--- src/rtl/mbist_fault_campaign_seq.sv ---
`default_nettype none
// ============================================================================
// Module   : mbist_fault_campaign_seq
// Brief    : Walks a programmable fault list, running one MBIST pass per entry
//            and logging detections. Define MBIST_SEQ_GOLDEN_EN to add a
//            fault-free golden pre-pass ahead of the list.
// Revision : 1.0
// ============================================================================
module mbist_fault_campaign_seq #(
    parameter int  ADDR_WIDTH     = 8,
    parameter int  NUM_ENTRIES    = 8,
    parameter int  RST_CYCLES     = 4,
    parameter int  ARM_CYCLES     = 4,
    parameter int  TIMEOUT_CYCLES = 200000,
    localparam int IDX_W          = $clog2(NUM_ENTRIES)
) (
    input  logic                   clk,
    input  logic                   reset,
    input  logic                   cfg_we,
    input  logic [IDX_W-1:0]       cfg_idx,
    input  logic [2:0]             cfg_kind,
    input  logic [ADDR_WIDTH-1:0]  cfg_addr,
    input  logic [ADDR_WIDTH-1:0]  cfg_target,
    input  logic [IDX_W:0]         num_entries,
    input  logic                   go,
    output logic                   busy,
    output logic                   done,
    output logic                   ctrl_rst,
    output logic                   mbist_start,
    input  logic                   test_done,
    input  logic                   fail_flag,
    input  logic [ADDR_WIDTH-1:0]  fail_addr,
    output logic                   fault_enable,
    output logic [ADDR_WIDTH-1:0]  fault_addr,
    output logic [2:0]             fault_type,
    output logic [ADDR_WIDTH-1:0]  fault_target,
    output logic [IDX_W:0]         detect_cnt,
    output logic [IDX_W:0]         miss_cnt,
    output logic [IDX_W:0]         timeout_cnt,
    output logic [NUM_ENTRIES-1:0] miss_mask,
    output logic [ADDR_WIDTH-1:0]  last_fail_addr,
    output logic                   golden_fail
);

    localparam int c_CNT_MAX_A = (RST_CYCLES > ARM_CYCLES) ? RST_CYCLES : ARM_CYCLES;
    localparam int c_CNT_MAX   = (TIMEOUT_CYCLES > c_CNT_MAX_A) ? TIMEOUT_CYCLES : c_CNT_MAX_A;
    localparam int c_CNT_W     = $clog2(c_CNT_MAX + 1);

    localparam logic [c_CNT_W-1:0] c_RST_LAST = c_CNT_W'(RST_CYCLES - 1);
    localparam logic [c_CNT_W-1:0] c_ARM_LAST = c_CNT_W'(ARM_CYCLES - 1);
    localparam logic [c_CNT_W-1:0] c_TIMEOUT  = c_CNT_W'(TIMEOUT_CYCLES);
    localparam logic [IDX_W:0]     c_NUM      = (IDX_W + 1)'(NUM_ENTRIES);

    localparam logic [2:0] S_IDLE  = 3'd0;
    localparam logic [2:0] S_LOAD  = 3'd1;
    localparam logic [2:0] S_RST   = 3'd2;
    localparam logic [2:0] S_ARM   = 3'd3;
    localparam logic [2:0] S_START = 3'd4;
    localparam logic [2:0] S_WAIT  = 3'd5;
    localparam logic [2:0] S_LOG   = 3'd6;
    localparam logic [2:0] S_FIN   = 3'd7;

    // Fault list storage; deliberately not reset so a campaign can be rerun
    logic [2:0]            r_kind   [NUM_ENTRIES];
    logic [ADDR_WIDTH-1:0] r_addr   [NUM_ENTRIES];
    logic [ADDR_WIDTH-1:0] r_target [NUM_ENTRIES];

    logic [2:0]             r_state;
    logic [2:0]             w_next;
    logic [c_CNT_W-1:0]     r_cnt;
    logic [c_CNT_W-1:0]     w_cnt_inc;
    logic [IDX_W:0]         r_idx;
    logic [IDX_W:0]         r_num;
    logic                   r_smp_fail;
    logic                   r_smp_to;
    logic [ADDR_WIDTH-1:0]  r_smp_addr;

    logic                   r_busy;
    logic                   r_done;
    logic                   r_ctrl_rst;
    logic                   r_mbist_start;
    logic                   r_fault_enable;
    logic [ADDR_WIDTH-1:0]  r_fault_addr;
    logic [2:0]             r_fault_type;
    logic [ADDR_WIDTH-1:0]  r_fault_target;
    logic [IDX_W:0]         r_detect_cnt;
    logic [IDX_W:0]         r_miss_cnt;
    logic [IDX_W:0]         r_timeout_cnt;
    logic [NUM_ENTRIES-1:0] r_miss_mask;
    logic [ADDR_WIDTH-1:0]  r_last_fail_addr;
`ifdef MBIST_SEQ_GOLDEN_EN
    logic                   r_golden;
    logic                   r_golden_fail;
`endif

    logic                   w_go_ok;
    logic                   w_cfg_ok;
    logic                   w_cfg_in_range;
    logic [IDX_W:0]         w_num_clamp;
    logic                   w_idx_end;
    logic [2:0]             w_cur_kind;
    logic                   w_wait_to;

    assign w_go_ok     = go && (r_state == S_IDLE) && !r_busy;
    assign w_cfg_ok    = cfg_we && (r_state == S_IDLE) && !r_busy && w_cfg_in_range;
    assign w_num_clamp = (num_entries > c_NUM) ? c_NUM : num_entries;
    assign w_idx_end   = (r_idx >= r_num);
    assign w_cur_kind  = r_kind[r_idx[IDX_W-1:0]];
    assign w_cnt_inc   = r_cnt + 1'b1;
    assign w_wait_to   = (w_cnt_inc == c_TIMEOUT);

    // Out-of-range indices only exist when NUM_ENTRIES is not a power of two
    generate
        if (NUM_ENTRIES == (1 << IDX_W)) begin : g_idx_full
            assign w_cfg_in_range = 1'b1;
        end else begin : g_idx_part
            assign w_cfg_in_range = ({1'b0, cfg_idx} < c_NUM);
        end
    endgenerate

    always_ff @(posedge clk) begin
        if (w_cfg_ok) begin
            r_kind[cfg_idx]   <= cfg_kind;
            r_addr[cfg_idx]   <= cfg_addr;
            r_target[cfg_idx] <= cfg_target;
        end
    end

    always_ff @(posedge clk) begin
        if (reset) begin
            r_state <= S_IDLE;
        end else begin
            r_state <= w_next;
        end
    end

    always_comb begin
        w_next = r_state;
        case (r_state)
            S_IDLE: begin
                if (w_go_ok) begin
`ifdef MBIST_SEQ_GOLDEN_EN
                    w_next = S_RST;
`else
                    w_next = (w_num_clamp == '0) ? S_FIN : S_LOAD;
`endif
                end
            end
            S_LOAD: begin
                if (w_idx_end) begin
                    w_next = S_FIN;
                end else if (w_cur_kind != 3'd0) begin
                    w_next = S_RST;
                end
            end
            S_RST:   if (r_cnt == c_RST_LAST) w_next = S_ARM;
            S_ARM:   if (r_cnt == c_ARM_LAST) w_next = S_START;
            S_START: w_next = S_WAIT;
            // test_done takes priority over a coincident timeout
            S_WAIT:  if (test_done || w_wait_to) w_next = S_LOG;
            S_LOG: begin
                w_next = S_LOAD;
`ifdef MBIST_SEQ_GOLDEN_EN
                if (r_golden && (r_smp_fail || r_smp_to)) begin
                    w_next = S_FIN;
                end
`endif
            end
            S_FIN:   w_next = S_IDLE;
            default: w_next = S_IDLE;
        endcase
    end

    always_ff @(posedge clk) begin
        if (reset) begin
            r_cnt            <= '0;
            r_idx            <= '0;
            r_num            <= '0;
            r_smp_fail       <= 1'b0;
            r_smp_to         <= 1'b0;
            r_smp_addr       <= '0;
            r_busy           <= 1'b0;
            r_done           <= 1'b0;
            r_ctrl_rst       <= 1'b0;
            r_mbist_start    <= 1'b0;
            r_fault_enable   <= 1'b0;
            r_fault_addr     <= '0;
            r_fault_type     <= '0;
            r_fault_target   <= '0;
            r_detect_cnt     <= '0;
            r_miss_cnt       <= '0;
            r_timeout_cnt    <= '0;
            r_miss_mask      <= '0;
            r_last_fail_addr <= '0;
`ifdef MBIST_SEQ_GOLDEN_EN
            r_golden         <= 1'b0;
            r_golden_fail    <= 1'b0;
`endif
        end else begin
            r_done        <= (r_state == S_FIN);
            r_ctrl_rst    <= (w_next == S_RST);
            r_mbist_start <= (w_next == S_START);
            r_cnt         <= ((r_state == S_IDLE) || (w_next != r_state)) ? '0 : w_cnt_inc;

            if (r_done) begin
                r_busy <= 1'b0;
            end

            if (w_go_ok) begin
                r_busy           <= 1'b1;
                r_idx            <= '0;
                r_num            <= w_num_clamp;
                r_detect_cnt     <= '0;
                r_miss_cnt       <= '0;
                r_timeout_cnt    <= '0;
                r_miss_mask      <= '0;
                r_last_fail_addr <= '0;
                r_fault_enable   <= 1'b0;
                r_fault_addr     <= '0;
                r_fault_type     <= '0;
                r_fault_target   <= '0;
`ifdef MBIST_SEQ_GOLDEN_EN
                r_golden         <= 1'b1;
                r_golden_fail    <= 1'b0;
`endif
            end

            case (r_state)
                S_LOAD: begin
                    if (!w_idx_end) begin
                        if (w_cur_kind == 3'd0) begin
                            r_idx <= r_idx + 1'b1;
                        end else begin
                            r_fault_enable <= 1'b1;
                            r_fault_type   <= w_cur_kind;
                            r_fault_addr   <= r_addr[r_idx[IDX_W-1:0]];
                            r_fault_target <= r_target[r_idx[IDX_W-1:0]];
                        end
                    end
                end
                S_WAIT: begin
                    if (w_next == S_LOG) begin
                        r_smp_fail <= test_done & fail_flag;
                        r_smp_to   <= ~test_done;
                        r_smp_addr <= fail_addr;
                    end
                end
                S_LOG: begin
`ifdef MBIST_SEQ_GOLDEN_EN
                    // Golden pass result only gates the campaign; counters untouched
                    if (r_golden) begin
                        r_golden <= 1'b0;
                        if (r_smp_fail || r_smp_to) begin
                            r_golden_fail <= 1'b1;
                        end
                    end else
`endif
                    begin
                        r_idx <= r_idx + 1'b1;
                        if (r_smp_to) begin
                            r_miss_cnt                     <= r_miss_cnt + 1'b1;
                            r_timeout_cnt                  <= r_timeout_cnt + 1'b1;
                            r_miss_mask[r_idx[IDX_W-1:0]]  <= 1'b1;
                        end else if (r_smp_fail) begin
                            r_detect_cnt     <= r_detect_cnt + 1'b1;
                            r_last_fail_addr <= r_smp_addr;
                        end else begin
                            r_miss_cnt                     <= r_miss_cnt + 1'b1;
                            r_miss_mask[r_idx[IDX_W-1:0]]  <= 1'b1;
                        end
                    end
                end
                default: ;
            endcase

            if (w_next == S_FIN) begin
                r_fault_enable <= 1'b0;
                r_fault_addr   <= '0;
                r_fault_type   <= '0;
                r_fault_target <= '0;
            end
        end
    end

    assign busy           = r_busy;
    assign done           = r_done;
    assign ctrl_rst       = r_ctrl_rst;
    assign mbist_start    = r_mbist_start;
    assign fault_enable   = r_fault_enable;
    assign fault_addr     = r_fault_addr;
    assign fault_type     = r_fault_type;
    assign fault_target   = r_fault_target;
    assign detect_cnt     = r_detect_cnt;
    assign miss_cnt       = r_miss_cnt;
    assign timeout_cnt    = r_timeout_cnt;
    assign miss_mask      = r_miss_mask;
    assign last_fail_addr = r_last_fail_addr;
`ifdef MBIST_SEQ_GOLDEN_EN
    assign golden_fail    = r_golden_fail;
`else
    assign golden_fail    = 1'b0;
`endif

endmodule

`default_nettype wire

--- config.mk ---
export PLATFORM = sky130hd
export DESIGN_NAME = mbist_fault_campaign_seq
export DESIGN_NICKNAME = d
export VERILOG_FILES = /design/src/rtl/mbist_fault_campaign_seq.sv
export SDC_FILE = /design/constraint.sdc
export NUM_CORES = 1
export LEC_CHECK = 0
export CAP_MARGIN = 0
export CORE_ASPECT_RATIO = 1.1
export CORE_MARGIN = 2
export CORE_UTILIZATION = 58
export CTS_CLUSTER_SIZE = 20
export DETAILED_ROUTE_END_ITERATION = 10
export PLACE_DENSITY_LB_ADDON = 0.1
export SKIP_CTS_REPAIR_TIMING = 1
export SYNTH_ARGS = -nofsm -noshare
export SYNTH_HDL_FRONTEND = slang
export SYNTH_SLANG_ARGS = --single-unit
--- constraint.sdc ---
create_clock -name clk -period 3.1 [get_ports clk]
set_input_delay 0.775 -clock clk [delete_from_list [all_inputs] [get_ports clk]]
set_output_delay 0.775 -clock clk [all_outputs]
set_load 0.03 [all_outputs]
# == Yosys cells after proc, flatten, opt, wreduce, memory -nomap -nowiden ==
# Memory sizes are Yosys's and may differ from the RTL's. A register that Yosys moved wholly into a read port is not among the register bits.
# Index checks and enable logic that the tools add are counted.
# totals
register_bits,91
latchBits,0
mem_bits_rw,152
rom_bits,0
input_bits,40
out_inout_bits,53
elab_cells,123
n_memories,3
# memory_table
memory,depth,word_bits,rd,rd_ports_with_merged_regs,write_ports,line_no,text
r_addr,8,8,1,1,1,65,logic [ADDR_WIDTH-1:0] r_addr [NUM_ENTRIES];
r_target,8,8,1,1,1,66,logic [ADDR_WIDTH-1:0] r_target [NUM_ENTRIES];
r_kind,8,3,1,1,1,64,logic [2:0] r_kind [NUM_ENTRIES];
# classes
addsub,5
n_mul,0
div_mod_pow,0
order_cmp,4
eq_ne,14
shifts,0
muxes,58
bitwise,3
n_reduce_logical,16
# ops
op,count
$mux 8,17
$mux 4,15
$mux 3,14
$pmux 3 s8,1
$eq 3x3->1 const B,7
$add 18x1->18 const B,1
$eq 18x18->1 const B,1
$eq 18x2->1 const B,1
$add 4x1->4 const B,4
$eq 3x2->1 const B,3
$mux 1,9
$or 8x8->8,1
$pmux 4 s2,1
$logic_not 3->1,2
$logic_and 1x1->1,5
$ge 4x4->1,1
$gt 4x4->1 const B,1
$logic_not 4->1,1
$lt 3x4->1 const B,1
$reduce_or 2->1,2
$demux 1 s3,1
$eq 3x1->1 const B,1
$ge 3x1->1 const B,1
$ne 3x3->1,1
7 further kinds,8

# == Longest topological paths before layout ==
# Gate-level depths: netlist of run 1.
# depth
ltp_word,9
mapped_depth,11
ltp_nobuf,9

# == Worst setup path before layout of run 1 ==
# No wires, ideal clock.
# synth_path
path_type,reg-to-reg
from,reg r_busy (netlist: busy)
to,mem r_addr[1][0] (enable)
setup_time_ns,0.419
arrival_ns,2.443
t_required_ns,2.681
path_slack_ns,0.238
stages_incl_launch_ff,4
n_path_buf,0
period_less_slack_ns,2.862
cell_sequence,dfxtp_1 -> nor4_1 -> nand3_1 -> nor3_1
# synth_between
elab_chain_len,4
# synth_lines
element,line_no,text
start: declaration,78,logic r_busy;
start signal: assignment,182,r_busy <= 1'b0;
start signal: assignment,206,r_busy <= 1'b0;
start signal: assignment,210,r_busy <= 1'b1;
$logic_not 1->1,105,assign w_cfg_ok = cfg_we && (r_state == S_IDLE) && !r_busy && w_cfg_in_range;
$logic_and 1x1->1,105,
$mux 1,122,if (w_cfg_ok) begin
$mux 1 (not written as such),124,r_addr[cfg_idx] <= cfg_addr;
end: declaration,65,
# No other way between the ends.

# == Worst setup path in the final report of run 1 ==
# layout_path
from,reg r_idx[1]
to,reg r_fault_target[7] (netlist: fault_target[7])
# layout_between
elab_chain_len,5
elab_cells_between_ends,7
classes_between,order compare: 1; eq/ne: 1; mux: 4; reduce/logical: 1
# layout_lines
element,line_no,text
start: declaration,72,logic [IDX_W:0] r_idx;
start signal: assignment,232,r_idx <= r_idx + 1'b1;
start signal: assignment,259,r_idx <= r_idx + 1'b1;
$ge 4x4->1 *,107,assign w_idx_end = (r_idx >= r_num);
$mux 3,150,if (w_idx_end) begin
$pmux 3 s8,139,case (r_state)
$eq 3x3->1,276,if (w_next == S_FIN) begin
$reduce_or 2->1 (no line),n/a,
end signal: assignment,237,r_fault_target <= r_target[r_idx[IDX_W-1:0]];
end: declaration,85,logic [ADDR_WIDTH-1:0] r_fault_target;
# Every way passes the cells marked *; elsewhere a longest branch is shown, timed or not.
# A chain may end at the register's enable or synchronous reset.

==> out/metrics.cfg, run 1 <==
[floorplan]
rows = 51
core_mm2 = 0.0177
die_area_mm2 = 0.0192
ioPinCount = 93
initial_utilization = 0.593
die_width_um = 132
fp.dieH_um = 145

[detailed_routing]
drt_iter0_drc = 432
wl_per_cell_um = 19.5
drcViolationCount = 0
dr.pass1.iters = 5
viasPerCell = 5.81
num_vias = 6936
ant_nets = 0
drt_wl_total_um = 23200

[grt]
grt_pass1_wl_um = 37000
grt_antenna_before_repair = 0
use_met2 = 0.418
groute.usage.overall = 0.240
first_global_vias = 7039
gr-total-overflow = 0
grt_max_degree = 49
use_met3 = 0.0332
top_usage_layer = met2
grt.met1_usage = 0.314

[synth]
ys.flop_type = edfxtp_1
synth-seq-area-share = 0.607
ys_warn_count = 0
syn_avg_cell_area_um2 = 12.6
ys_ff_latch = 243
synth_top_area_cell = edfxtp_1
synth_top_cell_area_share = 0.434
ys_top_cells_by_count = edfxtp_1, nand2_1, dfxtp_1
yosysUniqueCellTypes = 70
synth_edf_count = 152
syn_inst = 834
synth_area_mm2 = 0.0105
synth_area_leaders = edfxtp_1, dfxtp_1, nand2_1
synth.most_common_cell = edfxtp_1
synthArstFlopShare = 0
syn-num-nets = 883

[worst_setup_path]
start_kind = flip-flop
crit_path_end_kind = flip-flop
path_max_fanout = 25
r2r-start = r_idx[1]$_SDFF_PP0_
required_ps = 3530
crit_start = r_idx[1]$_SDFF_PP0_
critical_path_class = reg2reg
arrival_ps = 3260

[power]
power-per-cell-area_mw_per_mm2 = 656
p_leak_nw = 4.13
ir_drop_mv = 0.499

[final_layout]
finalNetCount = 984
fill_cells = 1227
n_antenna_cell = 0
syn_to_final_growth_pct = 19.9
drive_gt1_frac = 0.170

[cts]
worstSkewPairLatency_ps = 520
cts_tree = built
numCtsBuffers = 26
clock-root-buffer = clkbuf_16
cts_sinks = 243
clk_pin_slew_ps = 60
htree_levels = 1
clockBufferDepth = 3

[timing]
clock_skew_ps = 13.4
fin_setup_tns_ps = 0
slew-limit-headroom = 0.526
slew_viol_final = 0
period_share = 0.912
hold_viol = 0
whs_ps = 461
finalCriticalPeriod_ps = 2830
tightest_slew_ps = 709
setup_viol = 0
timing.fmax_mhz = 354
rsz0062_at_grt = no

[placement]
dp_hpwl_um = 15000
port-buffer-count = 91
finalWeightedCongestion = 0.855

[run_status]
status = finished clean

[hold_path]
min_from = r_smp_addr[2]$_SDFFE_PP0P_
min_path_type = reg2reg

[job]
cap_violations = 0

## stage by stage
stage               worst slack, ps  cells  power [W]   util  instance area (um^2)
floorplan                       238    834    0.00483      -                 10500
global placement                317   1143    0.00527  0.662                 11700
detailed placement              178   1143    0.00533  0.662                 11700
CTS                             153   1191    0.00830  0.709                 12600
global route                   85.0   1193    0.00857  0.711                 12600
finish                          273   1193    0.00827  0.711                 12600
## cells in the final DEF (no fill, tap or decap), types with 14 or more instances in the layout
| cell type | count |
|---|---|
| nand3b_1 | 19 |
| nor2_1 | 66 |
| xor2_1 | 15 |
| nand2_1 | 111 |
| nand3_1 | 14 |
| nand2b_1 | 24 |
| clkdlybuf4s50_1 | 90 |
| a21oi_1 | 46 |
| mux2i_1 | 29 |
| edfxtp_1 | 152 |
| mux4_2 | 18 |
| dfxtp_1 | 89 |
| clkbuf_16 | 27 |
| buf_4 | 30 |
## routing by layer
metal  up-vias  share of wire
met4         0          0.022
met1      3433           0.42
met3        40          0.048
met5         -              0
met2       183           0.51
li1       3280              -
## flip-flops by register name (all words and copies together), names as in the netlist
signal / flops
r_cnt: 18
r_kind: 24
fault_type: 3
ctrl_rst: 1
detect_cnt: 4
mbist_start: 1
r_smp_to: 1
busy: 1
r_addr: 64
miss_cnt: 4
fault_target: 8
last_fail_addr: 8
r_num: 4
r_smp_addr: 8
timeout_cnt: 4
r_target: 64
r_smp_fail: 1
done: 1
fault_enable: 1
r_idx: 4
fault_addr: 8
miss_mask: 8
r_state: 3
## where the power goes
part	internal (W)	total (W)	switching [W]
logic	0.000546	0.00157	0.00102
registers	0.00360	0.00371	0.000116
clock network	0.00176	0.00299	0.00122
## area by class of cell
type                    instances  area (um^2)  area share
flip-flops and latches        243         6390       0.507
multi-input cells             533         3860       0.307
repair buffers                124         1190      0.0945
clock buffers                  32          694      0.0551
well taps                     238          298      0.0236
clock inverters                16          145      0.0115
inverters                       7         26.3     0.00208
## path summary, 6_finish.rpt
| path | cells after the start | slack, ps | endpoint |
|---|---|---|---|
| worst max-delay path | 9 | 270 | fault_target[7]$_SDFF_PP0_ |
| worst min-delay path | 2 | 460 | last_fail_addr[2]$_SDFF_PP0_ |
| worst max register to register | 9 | 270 | fault_target[7]$_SDFF_PP0_ |
| worst min register to register | 2 | 460 | last_fail_addr[2]$_SDFF_PP0_ |
## worst max-delay path, stage by stage, from the launching register on
cell      delay [ps]
dfxtp_2          550
buf_4            380
nor2_1           170
a32o_1           270
nor3_4           260
nand3_4          150
o31ai_4          290
a21oi_2           90
buf_4            250
a221oi_2         320
## cells by family after synthesis
| logic type | synth area share |
|---|---|
| xor gates and xnor gates | 0.0225 |
| adders and majority gates | 0.0107 |
| other | 0.000357 |
| buffers and inverters | 0.0261 |
| and+or+nand+nor | 0.152 |
| AOI/OAI and AO/OA | 0.101 |
| muxes | 0.0797 |
| DFF | 0.607 |
No activity file was read; power rests on OpenSTA's default activity.
==> run 2, diff against run 1 <==
--- a/config.mk
+++ b/config.mk
@@ -13,6 +13,7 @@
 export DETAILED_ROUTE_END_ITERATION = 10
 export PLACE_DENSITY_LB_ADDON = 0.1
 export SKIP_CTS_REPAIR_TIMING = 1
+export SKIP_LAST_GASP = 1
 export SYNTH_ARGS = -nofsm -noshare
 export SYNTH_HDL_FRONTEND = slang
 export SYNTH_SLANG_ARGS = --single-unit
==> results of run 2 <==
Final layout, timing and power as in run 1 (identical DEF).
==> variant: new RTL, settings of run 2 <==
Make the reset (`reset`) asynchronous in 2 clocked blocks.
--- a/src/rtl/mbist_fault_campaign_seq.sv
+++ b/src/rtl/mbist_fault_campaign_seq.sv
@@ -126,7 +126,7 @@
         end
     end
 
-    always_ff @(posedge clk) begin
+    always_ff @(posedge clk or posedge reset) begin
         if (reset) begin
             r_state <= S_IDLE;
         end else begin
@@ -171,7 +171,7 @@
         endcase
     end
 
-    always_ff @(posedge clk) begin
+    always_ff @(posedge clk or posedge reset) begin
         if (reset) begin
             r_cnt            <= '0;
             r_idx            <= '0;
Behaviour: differs if reset is asserted again (counterexample within 4 cycles, from zero or initial values and one cycle with reset high); with reset held inactive, the same outputs for 4 cycles.
==> variant against run 2 <==
Area after synthesis decreased by 3.2%. Sequential cell count unchanged. Routed wire length decreased by 4.1%. First-iteration DRC count increased by 17%. Die area decreased by 3.1%. Design area decreased by 2.5%. Setup slack got worse by 0.022 ns. Critical path type unchanged. Critical endpoint is now fault_enable$_DFF_PP0_.
Power is not compared: it rests on default switching activity, and its combinational part moved more than twofold at a synthesized area within 25%.
==> variant: results (changes against run 2) <==
Parameter                              Value

Cells and area
  Post-route insts no fill ... 1,092 (-8.5%)
  Share of post-route cells with drive strength above 1 ... 0.148 (-0.0216)
  Net count of the finished layout ... 889 (-9.7%)

Placement
  Post-placement setup slack ... 0.297 ns (+0.118 ns)
  Final weighted congestion in routability-driven placement ... 0.852 (-0.30%)
  Placed insts ... 1,047 (-8.4%)
  Sum of net half-perimeters after detailed placement ... 14.0 mm (-6.4%)
  Placed Area ... 0.0115 sq mm (-2.1%)

Critical path
  Highest net fanout along the worst path ... 20 (-20%)
  Master of the slowest instance on the critical path ... sky130_fd_sc_hd__or4_1

Global routing
  Total global routing track utilization ... 0.245 (+0.00419)
  Largest net degree at the start of global routing ... 40 (-18%)
  Antenna violations before repair ... 1 (+1)
  GRT overflow ... 0 (unchanged)
  Via count of the first global-routing pass ... 6,502 (-7.6%)

Yosys
  Cell count after synthesis ... 731 (-12%)
  Unique masters post-synth ... 63 (-10%)
  Share of synthesized registers carrying an async set or reset ... 0.374 (+0.374)
  Number of enable-type register cells in the synthesized netlist ... 152 (unchanged)
  Total nets after synthesis ... 780 (-12%)
  Commonest cells post-synth ... sky130_fd_sc_hd__edfxtp_1 (152), sky130_fd_sc_hd__dfrtp_1 (91), sky130_fd_sc_hd__nand2_1 (56)

Status
  Run status ... complete, no violations

STA
  Clock skew after layout ... 0.0149 ns (+0.00153 ns)

Detailed routing
  Number of design-rule violations left by the first detailed-router iteration ... 504 (+17%)
  Via-to-Cell Ratio ... 5.95 (+2.3%)
variant: per-layer routing:
metal,GRT usage,routed length (um)
met1,0.328,9460
met2,0.412,11100
met3,0.0483,1280
met4,0.0662,382
met5,0,10
variant: area by class of cell:
cell class	instances	area, sq um
clock buffer	29	651
clock inverter	16	155
fill	1112	4780
inverter	13	52.6
multi-input combinational	434	3120
sequential	243	6840
tap	234	293
timing repair buffer	123	1180
variant: kinds of logic after synthesis:
| kind of cell | synth area share |
|---|---|
| AO/OA/AOI/OAI | 0.0804 |
| XOR/XNOR | 0.0181 |
| adder cells (fa/ha/maj) | 0.0111 |
| buffers and inverters | 0.0227 |
| flip-flops | 0.672 |
| multiplexers | 0.0862 |
| other | 0.000368 |
| AND/OR/NAND/NOR | 0.109 |
variant: power by group:
| part | total [uW] | switching [uW] | internal, uW |
|---|---|---|---|
| Combinational | 3230 | 1850 | 1380 |
| Sequential | 4230 | 369 | 3860 |
| Clock | 2910 | 1170 | 1740 |
| Total | 10400 | 3390 | 6990 |
variant: worst paths after layout:
check                                    from                endpoint  slack [ns]  depth (start not counted)
max                        r_idx[0]$_DFF_PP0_  fault_enable$_DFF_PP0_        0.25                          9
min                            done$_DFF_PP0_        busy$_DFFE_PP0P_        0.46                          1
max reg2reg                r_idx[0]$_DFF_PP0_  fault_enable$_DFF_PP0_        0.25                          9
min reg2reg                    done$_DFF_PP0_        busy$_DFFE_PP0P_        0.46                          1
max in group asynchronous               reset      r_idx[2]$_DFF_PP0_        1.77                          3
min in group asynchronous               reset     r_cnt[13]$_DFF_PP0_        0.73                          2
variant: metrics by stage:
step                      hold slack, ns   util
after global placement             0.439  0.673
final                              0.456  0.720
after CTS                          0.467  0.720
after detailed placement           0.460  0.673
after floorplan                    0.454      -
after global routing               0.497  0.720
